`config.mk`:
```
export PLATFORM = sky130hd
export DESIGN_NAME = cam_crop_fifo
export DESIGN_NICKNAME = d
export VERILOG_FILES = /design/src/rtl/cam_crop_fifo.sv
export SDC_FILE = /design/constraint.sdc
export NUM_CORES = 1
export LEC_CHECK = 0
export ABC_CLOCK_PERIOD_IN_PS = 4590
export CORE_ASPECT_RATIO = 1.25
export CORE_MARGIN = 1
export CORE_UTILIZATION = 29
export DETAILED_ROUTE_END_ITERATION = 12
export GPL_TIMING_DRIVEN = 1
export SLEW_MARGIN = 30
export SYNTH_ARGS = -nofsm -noshare
export SYNTH_HDL_FRONTEND = slang
export SYNTH_SLANG_ARGS = --single-unit
```
`constraint.sdc`:
```
create_clock -name pclk_i -period 4.59 [get_ports pclk_i]
set_input_delay 0.459 -clock pclk_i [delete_from_list [all_inputs] [get_ports pclk_i]]
set_output_delay 0.459 -clock pclk_i [all_outputs]
set_load 0.005 [all_outputs]
```
`src/rtl/cam_crop_fifo.sv`:
```
// Crops a fixed window out of the camera pixel stream and buffers kept pixels in a
// first-word-fall-through FIFO. Define CAM_CROP_DECIM_EN for 2x2 decimation inside the window.
module cam_crop_fifo #(
  parameter int unsigned XW      = 10,
  parameter int unsigned YW      = 9,
  parameter int unsigned CROP_X0 = 0,
  parameter int unsigned CROP_Y0 = 0,
  parameter int unsigned CROP_W  = 320,
  parameter int unsigned CROP_H  = 240,
  parameter int unsigned FIFO_AW = 4
) (
  input  logic               pclk_i,
  input  logic               rst_i,
  input  logic               pixel_valid_i,
  input  logic [15:0]        pixel_i,
  input  logic               vstart_i,
  input  logic               hstart_i,
  output logic               out_valid_o,
  input  logic               out_ready_i,
  output logic [15:0]        out_data_o,
  output logic               out_sof_o,
  output logic               out_eol_o,
  output logic [FIFO_AW:0]   fifo_level_o,
  output logic               overflow_o
);

  localparam int unsigned DEPTH = 2 ** FIFO_AW;
  localparam int unsigned LW    = FIFO_AW + 1;
  localparam int unsigned EW    = 18;
`ifdef CAM_CROP_DECIM_EN
  localparam int unsigned EOL_OFF = CROP_W - 2;
`else
  localparam int unsigned EOL_OFF = CROP_W - 1;
`endif

  logic [XW-1:0]      x_q, x_d;
  logic [YW-1:0]      y_q, y_d;
  logic               locked_q, locked_d;
  logic [FIFO_AW-1:0] wr_ptr_q, wr_ptr_d;
  logic [FIFO_AW-1:0] rd_ptr_q, rd_ptr_d;
  logic [LW-1:0]      level_q, level_d;
  logic               ovf_q, ovf_d;
  logic [EW-1:0]      mem_q [DEPTH];
  logic [EW-1:0]      head;

  logic        take, in_win, keep, sof, eol;
  logic        empty, full, push, pop;
  logic [31:0] x_off, y_off;

  // Position of the current pixel; the first vstart pixel also acquires lock.
  always_comb begin
    x_d      = x_q;
    y_d      = y_q;
    locked_d = locked_q;
    take     = pixel_valid_i && (locked_q || vstart_i);
    if (take) begin
      locked_d = 1'b1;
      if (vstart_i) begin
        x_d = '0;
        y_d = '0;
      end else if (hstart_i) begin
        x_d = '0;
        y_d = (&y_q) ? y_q : y_q + YW'(1);
      end else begin
        x_d = (&x_q) ? x_q : x_q + XW'(1);
      end
    end
  end

  // Offsets wrap to huge values left/above the window, so one compare bounds each axis.
  always_comb begin
    x_off  = 32'(x_d) - 32'(CROP_X0);
    y_off  = 32'(y_d) - 32'(CROP_Y0);
    in_win = (x_off < 32'(CROP_W)) && (y_off < 32'(CROP_H));
`ifdef CAM_CROP_DECIM_EN
    in_win = in_win && !x_off[0] && !y_off[0];
`endif
    keep   = take && in_win;
    sof    = (x_off == 32'd0) && (y_off == 32'd0);
    eol    = (x_off == 32'(EOL_OFF));
  end

  // FIFO control: a pop frees the slot a same-cycle push into a full FIFO needs.
  always_comb begin
    empty    = (level_q == '0);
    full     = (level_q == LW'(DEPTH));
    pop      = !empty && out_ready_i;
    push     = keep && (!full || pop);
    wr_ptr_d = push ? wr_ptr_q + FIFO_AW'(1) : wr_ptr_q;
    rd_ptr_d = pop ? rd_ptr_q + FIFO_AW'(1) : rd_ptr_q;
    level_d  = level_q;
    if (push && !pop) begin
      level_d = level_q + LW'(1);
    end else if (!push && pop) begin
      level_d = level_q - LW'(1);
    end
    ovf_d    = ovf_q || (keep && full && !pop);
  end

  always_ff @(posedge pclk_i) begin
    if (rst_i) begin
      x_q      <= '0;
      y_q      <= '0;
      locked_q <= 1'b0;
      wr_ptr_q <= '0;
      rd_ptr_q <= '0;
      level_q  <= '0;
      ovf_q    <= 1'b0;
    end else begin
      x_q      <= x_d;
      y_q      <= y_d;
      locked_q <= locked_d;
      wr_ptr_q <= wr_ptr_d;
      rd_ptr_q <= rd_ptr_d;
      level_q  <= level_d;
      ovf_q    <= ovf_d;
    end
  end

  always_ff @(posedge pclk_i) begin
    if (push) begin
      mem_q[wr_ptr_q] <= {sof, eol, pixel_i};
    end
  end

  // Head fields are forced to zero while empty so the reset state reads all-zero.
  assign head         = mem_q[rd_ptr_q];
  assign out_valid_o  = !empty;
  assign out_data_o   = empty ? 16'h0 : head[15:0];
  assign out_eol_o    = !empty && head[16];
  assign out_sof_o    = !empty && head[17];
  assign fifo_level_o = level_q;
  assign overflow_o   = ovf_q;

endmodule

```
# ---- Yosys cells after proc, flatten, opt, wreduce, memory -nomap -nowiden
# Memories as Yosys holds them, arrays and structs flattened. A register that Yosys moved wholly into a read port is not among the register bits.
# Index checks and enable logic that the tools add are counted.
dict set report classes {
  magnitude_cmp 2
  add_sub_neg 6
  n_eq_ne 2
  n_mux 15
  n_reduce_logical 25
}
# operator count
set op_table {}
lappend op_table {{32-bit zero test} 2}
lappend op_table {{10-bit two-way mux} 4}
lappend op_table {{9-bit two-way mux} 4}
lappend op_table {{16-bit two-way mux} 1}
lappend op_table {{1-bit logical AND} 12}
lappend op_table {{10-bit by 1-bit adder with 10-bit output (second input constant)} 1}
lappend op_table {{10-bit by 9-bit equality test with 1-bit output (second input constant)} 1}
lappend op_table {{10-bit by 9-bit less-than comparator with 1-bit output (second input constant)} 1}
lappend op_table {{5-bit two-way mux} 2}
lappend op_table {{10-bit AND reduction} 1}
lappend op_table {{9-bit by 1-bit adder with 9-bit output (second input constant)} 1}
lappend op_table {{9-bit by 8-bit less-than comparator with 1-bit output (second input constant)} 1}
lappend op_table {{9-bit AND reduction} 1}
lappend op_table {{4-bit by 1-bit adder with 4-bit output (second input constant)} 2}
lappend op_table {{4-bit two-way mux} 2}
lappend op_table {{5-bit by 1-bit adder with 5-bit output (second input constant)} 1}
lappend op_table {{5-bit equality test (second input constant)} 1}
lappend op_table {{5-bit zero test} 1}
lappend op_table {{5-bit by 1-bit subtractor with 5-bit output (second input constant)} 1}
lappend op_table {{1-bit zero test} 4}
lappend op_table {{1-bit logical OR} 3}
lappend op_table {{1-bit two-way mux} 2}
lappend op_table {{2-bit nonzero test} 1}
dict set report totals {
  register_bits 34
  in_bits 22
  out_inout_bits 25
  word_cells 58
  ram_bits 288
  n_memories 1
}
# name depth width rd rd_ports_with_merged_regs write_ports line
set memory_table {}
lappend memory_table {mem_q 16 18 1 1 1 43} ;# logic [EW-1:0] mem_q [DEPTH];

# ---- Depth between registers and ports, before layout
dict set report depth {
  ltp_word 13
  ltp_mapped 17
  mapped_depth_nobuf 15
}

# ---- Worst setup path after synthesis
# Ideal clock, no wire load.
dict set report synth_path {
  kind {register to register}
  startpoint {register x_q[0]}
  endpoint {memory mem_q[11][0] (enable)}
  arrival_time_ns 3.400
  required_ns 4.174
  synth_period_minus_slack_ns 3.816
  setup_ns 0.416
  path_buffers 1
  setup_slack_ns 0.774
  path_stages_with_launch 10
  path_cell_list {dfxtp_1 -> ha_1 -> and3b_1 -> and4_1 -> or4_4 -> o211a_1 -> a211oi_2 -> buf_4 -> nand2_2 -> nor3_1}
}
dict set report synth_via {
  elab_chain_cells 11
  word_cells_on_any_way 12
  classes_between {1 x add/sub; 1 x order compare; 6 x mux; 4 x reduce/logical}
}
# element line
set synth_lines {}
lappend synth_lines {{start: declaration} 36} ;# logic [XW-1:0] x_q, x_d;
lappend synth_lines {{start signal: assignment} 102} ;# x_q <= '0;
lappend synth_lines {{start signal: assignment} 110} ;# x_q <= x_d;
lappend synth_lines {{10-bit by 1-bit adder with 10-bit output / 10-bit AND reduction (equally long branches)} 65} ;# x_d = (&x_q) ? x_q : x_q + XW'(1);
lappend synth_lines {{10-bit two-way mux} 65}
lappend synth_lines {{10-bit two-way mux} 61} ;# end else if (hstart_i) begin
lappend synth_lines {{10-bit two-way mux} 58} ;# if (vstart_i) begin
lappend synth_lines {{10-bit two-way mux (*)} 56} ;# if (take) begin
lappend synth_lines {{10-bit by 9-bit less-than comparator with 1-bit output (*)} 74} ;# in_win = (x_off < 32'(CROP_W)) && (y_off < 32'(CROP_H));
lappend synth_lines {{1-bit logical AND (*)} 74}
lappend synth_lines {{1-bit logical AND (*)} 78} ;# keep = take && in_win;
lappend synth_lines {{1-bit logical AND (*)} 88} ;# push = keep && (!full || pop);
lappend synth_lines {{1-bit two-way mux (*)} 121} ;# if (push) begin
lappend synth_lines {{1-bit two-way mux (not written as such) (*)} 122} ;# mem_q[wr_ptr_q] <= {sof, eol, pixel_i};
lappend synth_lines {{end: declaration} 43}
# Mark *: on every way between the ends. The rest lies on a longest branch, timed or not.

# ---- Worst setup path after layout
dict set report layout_path {
  startpoint {register x_q[0]}
  endpoint {register level_q[4], in the netlist fifo_level_o[4]}
}
dict set report layout_via {
  elab_chain_cells 12
  word_cells_on_any_way 15
  classes_between {1 x add/sub; 1 x order compare; 5 x mux; 8 x reduce/logical}
}
# element line
set layout_lines {}
lappend layout_lines {{10-bit by 1-bit adder with 10-bit output / 10-bit AND reduction (equally long branches)} 65}
lappend layout_lines {{10-bit two-way mux} 65}
lappend layout_lines {{10-bit two-way mux} 61}
lappend layout_lines {{10-bit two-way mux} 58}
lappend layout_lines {{10-bit two-way mux (*)} 56}
lappend layout_lines {{10-bit by 9-bit less-than comparator with 1-bit output (*)} 74}
lappend layout_lines {{1-bit logical AND (*)} 74}
lappend layout_lines {{1-bit logical AND (*)} 78}
lappend layout_lines {{1-bit logical AND (*)} 88}
lappend layout_lines {{1-bit zero test} 94} ;# end else if (!push && pop) begin
lappend layout_lines {{1-bit logical AND} 94}
lappend layout_lines {{2-bit nonzero test (no source line)} -}
lappend layout_lines {{end signal: assignment} 115} ;# level_q <= level_d;
lappend layout_lines {{end: declaration} 41} ;# logic [LW-1:0] level_q, level_d;
# Marked as above.
# A chain may end at the register's enable or synchronous reset.

==> reports/results.txt <==
status = finished with violations
failing checks = design-rule violations
syn nets = 728
Die Span Y = 240 um
CTS max path bufs = 3
Worst Path Max Fanout = 9
fmax = 0.262 GHz
asr flop ratio synth = 0%
Syn-to-layout area delta = 19.2%
CTS Sinks = 326
Post-synth EDFFs = 288
Period Utilization, post-route = 83.1%
MaxCap Viol Count = 0
Buf+Inv Stages, Crit Path = 1
crit path DAT = 4.26 ns
largest net degree at the start of global routing = 39
Avg WL per Cell = 20.8 um
Detail Placement HPWL = 17,100 um
vias per cell = 4.86
diode count = 0
Port Buf Inserts = 46
Tmin final = 3.82 ns
count of different cell masters after synthesis = 56
clock-pin transition on the worst setup and hold timing paths = 0.06 ns
Starting Density = 29.6%
Final Skew = 0.00662 ns
Mapped Cells = 694
critical path startpoint category = flip-flop
DRC viols = 5
Top FF cell, synth = edfxtp_1
post-synthesis sequential area ratio = 71.4%
area of placed instances = 0.0146 mm2
Critical Path RT = 5.04 ns
HP Class = flip-flop to flip-flop
WHS = 0.488 ns
P per Cell Area = 504 mW/mm2
die area = 0.0463 mm2
final instance area = 0.0157 mm2
CP Cell Sequence = ha_1 > and3b_1 > and4_1 > or4_4 > o211a_1 > a211oi_2 > ha_1 > inv_1 > fa_1 > a21o_1 > a21oi_1 > xnor2_1 > or3_1 > a21oi_1
vias in the first global route = 6,964
met1 Usage GRT = 16.8%
Setup Buffers After CTS = 0
RSZ-0062 raised after global routing = no
Slew Viols, Final = 0
Worst Max-Slew Pin Slew = 0.947 ns
# setup viols final = 0
GR Overflow Total = 0
worst skew pair latency = 0.52 ns
CTS tree = done
nets = 812
initial antenna violation count = 2
Worst IR Drop VDD = 0.000242 V
Critical-path top delay cell = or4_4
Total GRT Usage = 12.8%
Die Wd = 193 um
drt first pass iters = 10
post_cts resized = 0
final hold vios = 0
first-pass GRT wire length = 43,500 um
Slew headroom = 36.8%
Root Driver = clkbuf_16
final setup TNS = 0 ns
leak pwr = 4.93 nW
fraction of layout cells with a size suffix above 1 = 24.7%
crit-path max cell delay = 0.54 ns
Mapped Area = 0.0132 mm2
row count = 86
class of the most critical setup path = flip-flop to flip-flop
1st-iter DRT viols = 484
Core ar. = 0.0444 mm2
Ys Warns = 0
H-tree depth = 2
total power = 7.91 mW
Crit. End Element = flip-flop
Final Wtd Congestion = 0.797
Crit path max-delay family = simple AND/OR/NAND/NOR gates
met3 usage = 2.23%
busiest grt layer = met2
Yosys reg bits = 326
Vias = 6,697
Syn Area/Cell = 19.0 um2
I/O pin count = 47
TritonCTS Buffers = 36
Routed Antenna Nets = 0
GRT met2 Usage = 21.3%
final core occ = 35.3%
Post-CTS Hold Fix Bufs = 0
routed wire length = 28,600 um
## cell usage after synthesis (2+ instances only)
cell type | number | area share [%]
nand2_1 | 17 | 0.48
a21oi_1 | 14 | 0.53
xnor2_1 | 7 | 0.47
ha_1 | 11 | 1.0
dfxtp_1 | 38 | 5.8
a211oi_2 | 2 | 0.19
nor3_1 | 13 | 0.49
inv_1 | 9 | 0.26
mux4_2 | 90 | 15
and2_1 | 20 | 0.95
nand2b_1 | 3 | 0.14
clkbuf_1 | 21 | 0.60
a21o_1 | 4 | 0.23
mux2i_1 | 6 | 0.46
o21a_1 | 2 | 0.11
nand4_1 | 7 | 0.33
a31o_2 | 3 | 0.20
buf_2 | 9 | 0.34
a31oi_1 | 5 | 0.24
and3_1 | 17 | 0.81
or3_1 | 3 | 0.14
nor4_1 | 4 | 0.19
and4_1 | 5 | 0.33
o21ai_0 | 8 | 0.30
buf_1 | 3 | 0.085
nand3_1 | 7 | 0.27
nand3b_1 | 5 | 0.29
o311ai_0 | 2 | 0.13
nor2b_1 | 4 | 0.19
a41oi_2 | 2 | 0.25
edfxtp_1 | 288 | 66
nor2_1 | 34 | 0.97
xor2_1 | 7 | 0.47
o211ai_1 | 2 | 0.11
## logic make-up (layout without fill, tap and decap cells)
kind of cell | Yosys count | in the layout | synth area share, %
flops | 326 | 326 | 71.4
simple gates | 147 | 147 | 6.15
mux | 96 | 96 | 15.8
compound gates | 55 | 55 | 3.02
buf+inv | 44 | 155 | 1.42
xor+xnor | 14 | 14 | 0.931
fa+ha+maj | 12 | 12 | 1.20
## worst reg2reg max path, stage by stage, from the launching register on
cell	delay, ns
dfxtp_1	0.44
ha_1	0.38
and3b_1	0.23
and4_1	0.20
or4_4	0.54
o211a_1	0.15
a211oi_2	0.20
ha_1	0.23
inv_1	0.10
fa_1	0.42
a21o_1	0.17
a21oi_1	0.16
xnor2_1	0.09
or3_1	0.30
a21oi_1	0.14
## placed cells by master (no fill, tap or decap), types with 3 or more instances in the layout
cell,netlist,final
inv_1,9,9
a31o_2,3,3
clkbuf_16,0,38
mux4_2,90,90
mux2i_1,6,6
nor3_1,13,9
xor2_1,7,7
or3_1,3,3
o21ai_0,8,8
inv_6,0,3
clkinv_2,0,7
buf_12,0,5
clkdlybuf4s50_1,0,46
nand3b_1,5,5
nor3_2,0,4
clkinvlp_4,0,3
xnor2_1,7,7
and4_1,5,5
and2_1,20,20
nand2_1,17,17
dfxtp_1,38,35
clkbuf_1,21,3
a21o_1,4,4
clkinv_1,0,9
nor2b_1,4,4
edfxtp_1,288,288
a31oi_1,5,5
nor2_1,34,34
nand4_1,7,7
and3_1,17,17
a21oi_1,14,14
ha_1,11,11
buf_4,1,30
nand3_1,7,7
nand2b_1,3,3
## area by class of cell
cell class,instances,area [um2]
clock buffers,41,962
multi-input cells,324,3610
well taps,572,716
inverters,9,33.8
fillers,4139,28700
repair buffers,81,786
clock inverters,24,178
flip-flops and latches,326,9420
## routing by layer
layer  routed length (um)  vias up
met1                12300     3469
met2                14300      164
met4                  786        2
met3                 1200       51
met5                   13        -
li1                     -     3011
## sequential cells by signal (all words and copies together) (netlist names), named ones only
| register | cells |
|---|---|
| rd_ptr_q | 4 |
| overflow_o | 1 |
| mem_q | 288 |
| x_q | 10 |
| fifo_level_o | 5 |
| locked_q | 1 |
| y_q | 9 |
| wr_ptr_q | 4 |
## path summary, 6_finish.rpt
path                                  from  cells past startpoint  slack [ns]               to
worst min-delay path            overflow_o                      1        0.49       overflow_o
worst max register to register      x_q[0]                     14        0.77  fifo_level_o[4]
worst min register to register  overflow_o                      1        0.49       overflow_o
worst max-delay path                x_q[0]                     14        0.77  fifo_level_o[4]
## power breakdown
part,switching (mW),internal (mW)
logic,0.684,1.00
clock network,1.14,1.62
registers,0.154,3.30
total,1.98,5.93
## per-stage QoR
step	worst slack, ns	std cells
2_1_floorplan	0.774	694
6_report	0.774	1377
3_5_place_dp	0.508	1312
5_1_grt	0.487	1377
3_3_place_gp	0.534	1312
4_1_cts	0.771	1377
(Power assumes the default switching activity.)
